## config.mk

```make
export PLATFORM = sky130hd
export DESIGN_NAME = eco32_timer_cfg_seq
export DESIGN_NICKNAME = d
export VERILOG_FILES = /design/src/rtl/eco32_timer_cfg_seq.sv
export SDC_FILE = /design/constraint.sdc
export NUM_CORES = 1
export LEC_CHECK = 0
export CORE_UTILIZATION = 33
export DETAILED_ROUTE_END_ITERATION = 8
export SLEW_MARGIN = 20
export SYNTH_ARGS = -nofsm -noshare
export SYNTH_HDL_FRONTEND = slang
export SYNTH_SLANG_ARGS = --single-unit
export TNS_END_PERCENT = 30
```

## constraint.sdc

```tcl
create_clock -name clk -period 5.5 [get_ports clk]
set_input_delay 0.825 -clock clk [delete_from_list [all_inputs] [get_ports clk]]
set_output_delay 0.825 -clock clk [all_outputs]
set_load 0.02 [all_outputs]
```

## src/rtl/eco32_timer_cfg_seq.sv

```systemverilog
// Configuration sequencer for eco32_timer_box: stages slot entries and replays them
// over the uplink event port as disable / slots / count / divider / optional enable.
module eco32_timer_cfg_seq #(
  parameter int MAX_SLOTS = 16,
  parameter int SLOT_AW   = 4
) (
  input  logic               clk,
  input  logic               rst,
  input  logic               tbl_wr_stb,
  input  logic [SLOT_AW-1:0] tbl_wr_addr,
  input  logic [27:0]        tbl_wr_data,
  input  logic               cmt_stb,
  input  logic [8:0]         cmt_slot_cnt,
  input  logic [31:0]        cmt_clk_div,
  input  logic               cmt_start,
  input  logic               stop_stb,
  output logic               cmt_ack,
  output logic               busy,
  output logic               done,
  output logic               err,
  output logic               ul_eve_stb,
  output logic [7:0]         ul_eve_cmd,
  output logic [35:0]        ul_eve_ptr,
  input  logic               ul_eve_ack
);

  localparam logic [7:0] CMD_SET_ENA   = 8'h30;
  localparam logic [7:0] CMD_SLOT_CFG  = 8'h31;
  localparam logic [7:0] CMD_VALID_CNT = 8'h32;
  localparam logic [7:0] CMD_CLK_DIV   = 8'h33;

  typedef enum logic [2:0] {
    S_IDLE = 3'd0, S_DIS = 3'd1, S_RD = 3'd2, S_SLOT = 3'd3,
    S_CNT  = 3'd4, S_DIV = 3'd5, S_ENA = 3'd6, S_FIN = 3'd7
  } state_t;

  state_t             state_r, state_s;
  logic [SLOT_AW:0]   idx_r, idx_s;
  logic [27:0]        tbl_mem [MAX_SLOTS];
  logic [27:0]        ram_q_r;
  logic [8:0]         cnt_r;
  logic [31:0]        div_r;
  logic               start_r, stop_only_r;
  logic               cmd_done_s, cnt_ovf_s, acc_cmt_s, acc_stop_s, last_slot_s;
  logic               stb_s, ack_s, busy_s, done_s, err_s;
  logic [7:0]         cmd_s;
  logic [35:0]        ptr_s;

  assign cmd_done_s  = ul_eve_stb && ul_eve_ack;
  assign cnt_ovf_s   = cmt_slot_cnt > 9'(MAX_SLOTS);
  assign acc_cmt_s   = (state_r == S_IDLE) && cmt_stb && !cnt_ovf_s;
  assign acc_stop_s  = (state_r == S_IDLE) && !cmt_stb && stop_stb;
  assign last_slot_s = (9'(idx_r) + 9'd1) == cnt_r;

  // Staging table write port; the table is frozen while a sequence runs.
  always_ff @(posedge clk) begin
    if (tbl_wr_stb && !busy) tbl_mem[tbl_wr_addr] <= tbl_wr_data;
  end

  // Read addressed by the next index so the entry is valid throughout RD and SLOT.
  always_ff @(posedge clk) begin
    ram_q_r <= tbl_mem[idx_s[SLOT_AW-1:0]];
  end

  // State, index and accepted-request parameters.
  always_ff @(posedge clk or posedge rst) begin
    if (rst) begin
      state_r     <= S_IDLE;
      idx_r       <= {(SLOT_AW+1){1'b0}};
      cnt_r       <= 9'd0;
      div_r       <= 32'd0;
      start_r     <= 1'b0;
      stop_only_r <= 1'b0;
    end else begin
      state_r <= state_s;
      idx_r   <= idx_s;
      if (acc_cmt_s) begin
        cnt_r       <= cmt_slot_cnt;
        div_r       <= cmt_clk_div;
        start_r     <= cmt_start;
        stop_only_r <= 1'b0;
      end else if (acc_stop_s) begin
        stop_only_r <= 1'b1;
      end
    end
  end

  // Next-state and index sequencing; each command state waits for its handshake.
  always_comb begin
    state_s = state_r;
    idx_s   = idx_r;
    case (state_r)
      S_IDLE: begin
        if (acc_cmt_s || acc_stop_s) state_s = S_DIS;
        else                         state_s = S_IDLE;
      end
      S_DIS: begin
        if (!cmd_done_s)          state_s = S_DIS;
        else if (stop_only_r)     state_s = S_FIN;
        else if (cnt_r == 9'd0)   state_s = S_CNT;
        else begin
          state_s = S_RD;
          idx_s   = {(SLOT_AW+1){1'b0}};
        end
      end
      S_RD: state_s = S_SLOT;
      S_SLOT: begin
        if (!cmd_done_s)      state_s = S_SLOT;
        else if (last_slot_s) state_s = S_CNT;
        else begin
          state_s = S_RD;
          idx_s   = idx_r + {{SLOT_AW{1'b0}}, 1'b1};
        end
      end
      S_CNT: begin
        if (cmd_done_s) state_s = S_DIV;
        else            state_s = S_CNT;
      end
      S_DIV: begin
        if (!cmd_done_s) state_s = S_DIV;
        else if (start_r) state_s = S_ENA;
        else              state_s = S_FIN;
      end
      S_ENA: begin
        if (cmd_done_s) state_s = S_FIN;
        else            state_s = S_ENA;
      end
      S_FIN:   state_s = S_IDLE;
      default: state_s = S_IDLE;
    endcase
  end

  // Outputs decoded from the upcoming state so they appear as that state begins.
  always_comb begin
    stb_s  = 1'b0;
    cmd_s  = 8'h00;
    ptr_s  = 36'd0;
    case (state_s)
      S_DIS: begin
        stb_s = 1'b1;
        cmd_s = CMD_SET_ENA;
      end
      S_SLOT: begin
        stb_s = 1'b1;
        cmd_s = CMD_SLOT_CFG;
        ptr_s = {ram_q_r[27], ram_q_r[26:8], 8'(idx_s), ram_q_r[7:0]};
      end
      S_CNT: begin
        stb_s = 1'b1;
        cmd_s = CMD_VALID_CNT;
        ptr_s = {27'd0, cnt_r};
      end
      S_DIV: begin
        stb_s = 1'b1;
        cmd_s = CMD_CLK_DIV;
        ptr_s = {4'd0, div_r};
      end
      S_ENA: begin
        stb_s = 1'b1;
        cmd_s = CMD_SET_ENA;
        ptr_s = 36'd1;
      end
      default: begin
        stb_s = 1'b0;
        cmd_s = 8'h00;
        ptr_s = 36'd0;
      end
    endcase
    ack_s  = acc_cmt_s || acc_stop_s;
    err_s  = (state_r == S_IDLE) && cmt_stb && cnt_ovf_s;
    done_s = (state_s == S_FIN);
    busy_s = (state_s != S_IDLE) && (state_s != S_FIN);
  end

  // Output registers; reset clears the uplink strobe without waiting for a clock.
  always_ff @(posedge clk or posedge rst) begin
    if (rst) begin
      ul_eve_stb <= 1'b0;
      ul_eve_cmd <= 8'h00;
      ul_eve_ptr <= 36'd0;
      cmt_ack    <= 1'b0;
      busy       <= 1'b0;
      done       <= 1'b0;
      err        <= 1'b0;
    end else begin
      ul_eve_stb <= stb_s;
      ul_eve_cmd <= cmd_s;
      ul_eve_ptr <= ptr_s;
      cmt_ack    <= ack_s;
      busy       <= busy_s;
      done       <= done_s;
      err        <= err_s;
    end
  end

endmodule

```

==> impl_metrics.csv, run 1 <==
group,metric,value,unit
setup_path,worstPathRequired,5.93,ns
setup_path,path_common_cell,"mux2i_1",
floorplan,io_pins,129,
finish,fin_cells,2426,
yosys,synth-seq-cells,571,
placement,port_buffers,124,
grt,use_met2,0.254,
sta,maxSlewViolCount,0,
pwr,power_frac_seq,0.400,
yosys,synth_fa_ha_area_frac,0.000568,
finish,syn2layout_area_growth,18.6,%
grt,grt_max_degree,129,
drt,viasPerCell,5.07,
clock_tree,cts.sinks,571,
clock_tree,post-cts-setup-buffers,0,
grt,grt_pass1_wl,76300,um
sta,clock-skew-final,0.0125,ns
setup_path,cp-start-kind,"register",
floorplan,die_y,260,um
setup_path,critPathSlowestCell,"inv_8",
clock_tree,htree_levels,2,
clock_tree,cts_buffer_depth,3,
run,cap_violations,0,
grt,track_usage,0.150,
pwr,pwr-share-comb,0.323,
setup_path,critPathKind,"reg -> reg",
yosys,synth_xor_area_frac,0.00159,
yosys,synthCells,1385,
clock_tree,cts-resized-gates,0,
sta,rsz0062_at_grt,"false",
pwr,finalPower,13.0,mW
yosys,yosys_warnings,0,
grt,grtUsageMet1,0.193,
floorplan,start_util,0.335,
setup_path,crit_arrival,4.53,ns
hold_path,hold_class,"reg -> reg",
pwr,power.switching,4.21,mW
grt,grt_pass1_vias,12200,
placement,place_hpwl,28400,um
status,outcome,"completed",
yosys,ys_seq_area_frac,0.744,
clock_tree,clk_pin_slew_worst_paths,0.06,ns
pwr,ir_worst_vdd,0.000365,V
drt,postRouteAntennaNets,0,
placement,numPlacedInstances,2324,
yosys,ys.flop_type,"edfxtp_1",
floorplan,rows,94,
floorplan,core-area,65900,um^2
pwr,p_int,8.81,mW
clock_tree,cts_hold_buf,0,
setup_path,end_kind,"register",
pwr,power_density,498,nW/um^2
sta,slew_headroom,0.282,
sta,period_minus_slack,4.10,ns
sta,setup_viol,0,
drt,vias,12300,
yosys,synth_compound_area_frac,0.0792,
finish,mostFrequentLayoutCells,"448 x edfxtp_1, 192 x nand2_1, 178 x mux2i_1",
sta,finalSetupTns,0,ns
setup_path,path_cells,"nand3_2 -> or4b_1 -> o211a_2 -> o31ai_1 -> mux2i_4 -> inv_8 -> buf_12 -> mux2i_1 -> mux2i_1 -> a22oi_1 -> o221ai_1",
yosys,synth_top_family_by_area,"multiplexers",
drt,first_pass_iters,5,
yosys,synthArstFlopShare,0.166,
yosys,synth-edff-count,448,
grt,grt_overflow,0,
clock_tree,clk_latency,0.60,ns
yosys,synthSimpleGateAreaFrac,0.0531,
floorplan,die-width,260,um
drt,drt_iter0_drc,1067,
placement,dpl-instance-area,24400,um^2
drt,wirelength,50700,um
setup_path,cp_slowest_stage_delay,0.66,ns
clock_tree,clockRootBuffer,"clkbuf_16",
sta,finalHoldViolCount,0,
pwr,p_sw_frac,0.323,
setup_path,crit_fanout,128,
yosys,synthMuxAreaShare,0.101,
grt,top_usage_layer,"met2",
yosys,netlist_area,22000,um^2
floorplan,die-area,67800,um^2
clock_tree,cts_tree,"built",
clock_tree,numCtsBuffers,54,
grt,grt.met3_usage,0.0307,
grt,antenna_found_initial,8,
pwr,power_leakage,9.31,nW
finish,design_area,26100,um^2
finish,drive_above_1_share,0.117,
drt,drc,0,
sta,worst_slew_pin_slew,1.08,ns
sta,fmax,244,MHz
yosys,syn_area_per_cell,15.9,um^2
finish,mostFrequentLayoutCell,"edfxtp_1",
pwr,p_clk_frac,0.277,
finish,fin_nets,1597,
drt,detail_route.wl_per_cell,20.9,um
placement,place.gp.congestion,0.807,
yosys,synthDistinctLibCells,53,
sta,period_share,0.745,
kinds of logic after synthesis:
family,after synthesis
other,1
buffers and inverters,91
AND/OR/NAND/NOR,271
XOR/XNOR,4
AO/OA/AOI/OAI,229
multiplexers,217
adder cells (fa/ha/maj),1
flip-flops,571
sequential cells by signal, indices dropped and copies added (netlist names), 3 cells and up:
register / flops
state_r: 3
ul_eve_ptr: 36
idx_r: 5
ul_eve_cmd: 3
div_r: 32
ram_q_r: 28
tbl_mem: 448
cnt_r: 9
per-stage QoR:
step,utilization,worst slack (ns),hold slack [ns]
global route,0.397,1.19,0.491
finish,0.397,1.40,0.468
global placement,0.370,1.25,0.447
CTS,0.397,1.38,0.475
detailed placement,0.371,1.16,0.448
floorplan,-,1.85,0.410
metal layers:
metal | up-vias | routed length [um] | part of all wire
met5 | - | 75 | 0.0015
met4 | 14 | 1170 | 0.023
met3 | 98 | 3020 | 0.060
met2 | 343 | 24800 | 0.49
met1 | 6273 | 21600 | 0.43
li1 | 5573 | - | -
cell usage after synthesis, types with 4 or more instances:
cell type,n,area (um^2)
edfxtp_1,448,13500
nand2_1,193,724
mux2i_1,179,1790
dfrtp_1,95,2380
a21oi_1,64,320
a32o_1,56,561
mux2_2,38,428
clkbuf_1,34,128
buf_2,31,155
a22oi_1,28,210
dfxtp_1,28,561
o221ai_1,28,245
nor2_1,22,82.6
a22o_1,21,184
o21ai_0,13,65.1
buf_4,11,82.6
and2_1,8,50.1
nor3_1,8,40.0
inv_1,7,26.3
nand2b_1,7,43.8
buf_6,5,56.3
nand3_1,5,25.0
nor2b_1,5,31.3
and3_1,4,25.0
nor4_1,4,25.0
area by class of cell:
class                   count  area [um^2]
flip-flops and latches    571        16400
diodes                      1         2.50
clock inverters            25          208
well taps                 864         1080
clock buffers              76         1520
multi-input cells         726         5330
repair buffers            155         1560
fillers                  6026        39700
inverters                   8         40.0
power groups by stage:
stage	Clock, mW	Sequential [mW]	Combinational (mW)
global route	3.86	5.23	4.56
global placement	0	5.29	4.17
CTS	3.69	5.20	4.25
finish	3.60	5.20	4.21
floorplan	0	5.29	2.97
detailed placement	0	5.29	4.23
worst max-delay path: cells and delay by family (launching register included):
kind,cells,cell delay [ns]
buffers and inverters,2,1.10
AO/OA/AOI/OAI,4,0.93
AND/OR/NAND/NOR,2,0.71
multiplexers,3,0.51
flip-flops,1,0.48
path summary, 6_finish.rpt:
check | startpoint | cells past startpoint | slack, ns | end
setup / recovery | idx_r[0]$_DFF_PP0_ | 11 | 1.40 | ram_q_r[12]$_DFF_P_
hold / removal | ram_q_r[19]$_DFF_P_ | 1 | 0.47 | ul_eve_ptr[27]$_DFF_PP0_
setup reg to reg | idx_r[0]$_DFF_PP0_ | 11 | 1.40 | ram_q_r[12]$_DFF_P_
hold reg to reg | ram_q_r[19]$_DFF_P_ | 1 | 0.47 | ul_eve_ptr[27]$_DFF_PP0_
max in group asynchronous | rst | 3 | 3.83 | ul_eve_cmd[1]$_DFF_PP0_
min in group asynchronous | rst | 2 | 0.68 | div_r[15]$_DFFE_PP0P_
Power figures use the tool's default switching activity.
==> run 2, diff against run 1 <==
Clock period 5.5 ns to 3.5 ns, I/O delays scaled along.
==> impl_metrics.csv, run 2 (synthesis results as in run 1) <==
group,metric,value,unit
floorplan,start_util,0.335,
clock_tree,cts_tree,"built",
sta,clock-skew-final,0.0132,ns
sta,worst_slew_pin_slew,0.717,ns
floorplan,core-area,65900,um^2
drt,postRouteAntennaNets,0,
setup_path,crit_arrival,3.83,ns
pwr,power_leakage,9.59,nW
finish,drive_above_1_share,0.142,
setup_path,cp-start-kind,"register",
setup_path,critPathSlowestCell,"dfrtp_2",
sta,setup_ws,0.193,ns
sta,finalSetupTns,0,ns
sta,finalHoldViolCount,0,
finish,regArea,16400,um^2
drt,wirelength,51200,um
grt,grt_pass1_wl,76100,um
placement,pre_cts_ws,0.0542,ns
clock_tree,cts.sinks,571,
sta,rsz0062_at_grt,"false",
setup_path,critPathKind,"reg -> reg",
setup_path,path_common_cell,"buf_4",
clock_tree,clockRootBuffer,"clkbuf_16",
grt,antenna_found_initial,7,
sta,fmax,302,MHz
clock_tree,cts_hold_buf,0,
sta,setup_viol,0,
setup_path,worstPathRequired,4.02,ns
clock_tree,cts_buffer_depth,3,
sta,period_share,0.945,
grt,grt_pass1_vias,12300,
drt,vias,12300,
setup_path,crit_start,"idx_r[0]$_DFF_PP0_",
finish,multiInputGateArea,5330,um^2
finish,fin_nets,1640,
finish,largest_reg_flops,448,
grt,grt_overflow,0,
drt,first_pass_iters,7,
hold_path,hold_class,"in -> async",
run,cap_violations,0,
floorplan,rows,94,
finish,regMostFlops,"tbl_mem",
placement,place_hpwl,30000,um
floorplan,die_y,260,um
sta,period_minus_slack,3.31,ns
floorplan,die-width,260,um
clock_tree,clk_latency,0.60,ns
placement,place.gp.congestion,0.766,
pwr,ir_worst_vdd,0.000475,V
setup_path,path_cells,"ha_1 -> nand2b_1 -> a21o_1 -> a31oi_1 -> o31ai_1 -> buf_4 -> mux2i_4 -> buf_12 -> buf_4 -> inv_6 -> buf_4 -> buf_4 -> nand2_1 -> a32o_1 -> o221ai_1",
clock_tree,numCtsBuffers,54,
finish,fillers,5914,
setup_path,crit_fanout,16,
clock_tree,clk_pin_slew_worst_paths,0.06,ns
sta,maxSlewViolCount,0,
setup_path,rr_startpoint,"idx_r[0]$_DFF_PP0_",
floorplan,die-area,67800,um^2
drt,drc,0,
floorplan,io_pins,129,
clock_tree,htree_levels,2,
finish,top_regs,"tbl_mem: 448 flops, ul_eve_ptr: 36 flops, div_r: 32 flops",
setup_path,regToRegSetupSlack,0.19,ns
finish,mostFrequentLayoutCells,"448 x edfxtp_1, 193 x nand2_1, 178 x mux2i_1",
drt,viasPerCell,4.99,
status,outcome,"completed",
pwr,power_density,793,nW/um^2
sta,slew_headroom,0.522,
setup_path,cp_slowest_stage_delay,0.46,ns
setup_path,end_kind,"register",
drt,detail_route.wl_per_cell,20.7,um
finish,syn2layout_area_growth,21.0,%
drt,drt_iter0_drc,893,
finish,mostFrequentLayoutCell,"edfxtp_1",
grt,grt_max_degree,60,
grt,track_usage,0.149,
placement,port_buffers,124,
-- run 2: where the power goes --
part / internal, mW / leakage [nW] / switching (mW) / total [mW]
Combinational: 3.20 / 3.17 / 3.98 / 7.18
Sequential: 7.83 / 5.54 / 0.345 / 8.18
Clock: 3.36 / 0.873 / 2.42 / 5.78
-- run 2: layout make-up --
class                      count  share of cell area
timing repair buffer         196              0.0757
inverter                       8             0.00169
tap                          864              0.0405
antenna                        2            0.000188
sequential                   571               0.615
clock buffer                  84              0.0598
multi-input combinational    726               0.200
clock inverter                17             0.00652
timing repair inverter         2            0.000657
-- run 2: path summary, 6_finish.rpt --
check                                           end  cells after the start
hold / removal                div_r[14]$_DFFE_PP0P_                      2
setup / recovery                 ram_q_r[6]$_DFF_P_                     15
min in group clk           ul_eve_ptr[29]$_DFF_PP0_                      1
setup reg to reg                 ram_q_r[6]$_DFF_P_                     15
hold reg to reg            ul_eve_ptr[29]$_DFF_PP0_                      1
max in group asynchronous  ul_eve_ptr[21]$_DFF_PP0_                      3
-- run 2: metrics by stage --
step	instances	hold slack, ns	util	area, um^2	power [mW]
6_report	2470	0.403	0.405	26700	21.1
5_1_grt	2468	0.470	0.405	26700	22.2
4_1_cts	2462	0.412	0.404	26600	21.2
3_5_place_dp	2361	0.446	0.377	24800	15.4
3_3_place_gp	2361	0.452	0.377	24800	15.3
2_1_floorplan	1388	0.410	-	22000	13.0
-- run 2: metal layers --
layer / wire, um / global-route usage / share of wire
met3: 2690 / 0.0309 / 0.052
met4: 769 / 0.0361 / 0.015
met1: 22400 / 0.193 / 0.44
met5: 65 / 0 / 0.0013
met2: 25300 / 0.256 / 0.49
-- run 2: repair_timing --
item	in CTS	in global routing
buffers inserted	0	4
endpoints found under the setup margin	0	12
resized for setup	0	4
-- run 2: worst max-delay path: cells and delay by family, from the launching register on --
family | cells | cell delay [ns]
adders and majority gates | 1 | 0.24
buffers and inverters | 6 | 0.99
DFF | 1 | 0.46
AOI/OAI and AO/OA | 5 | 1.11
muxes | 1 | 0.19
and+or+nand+nor | 2 | 0.24
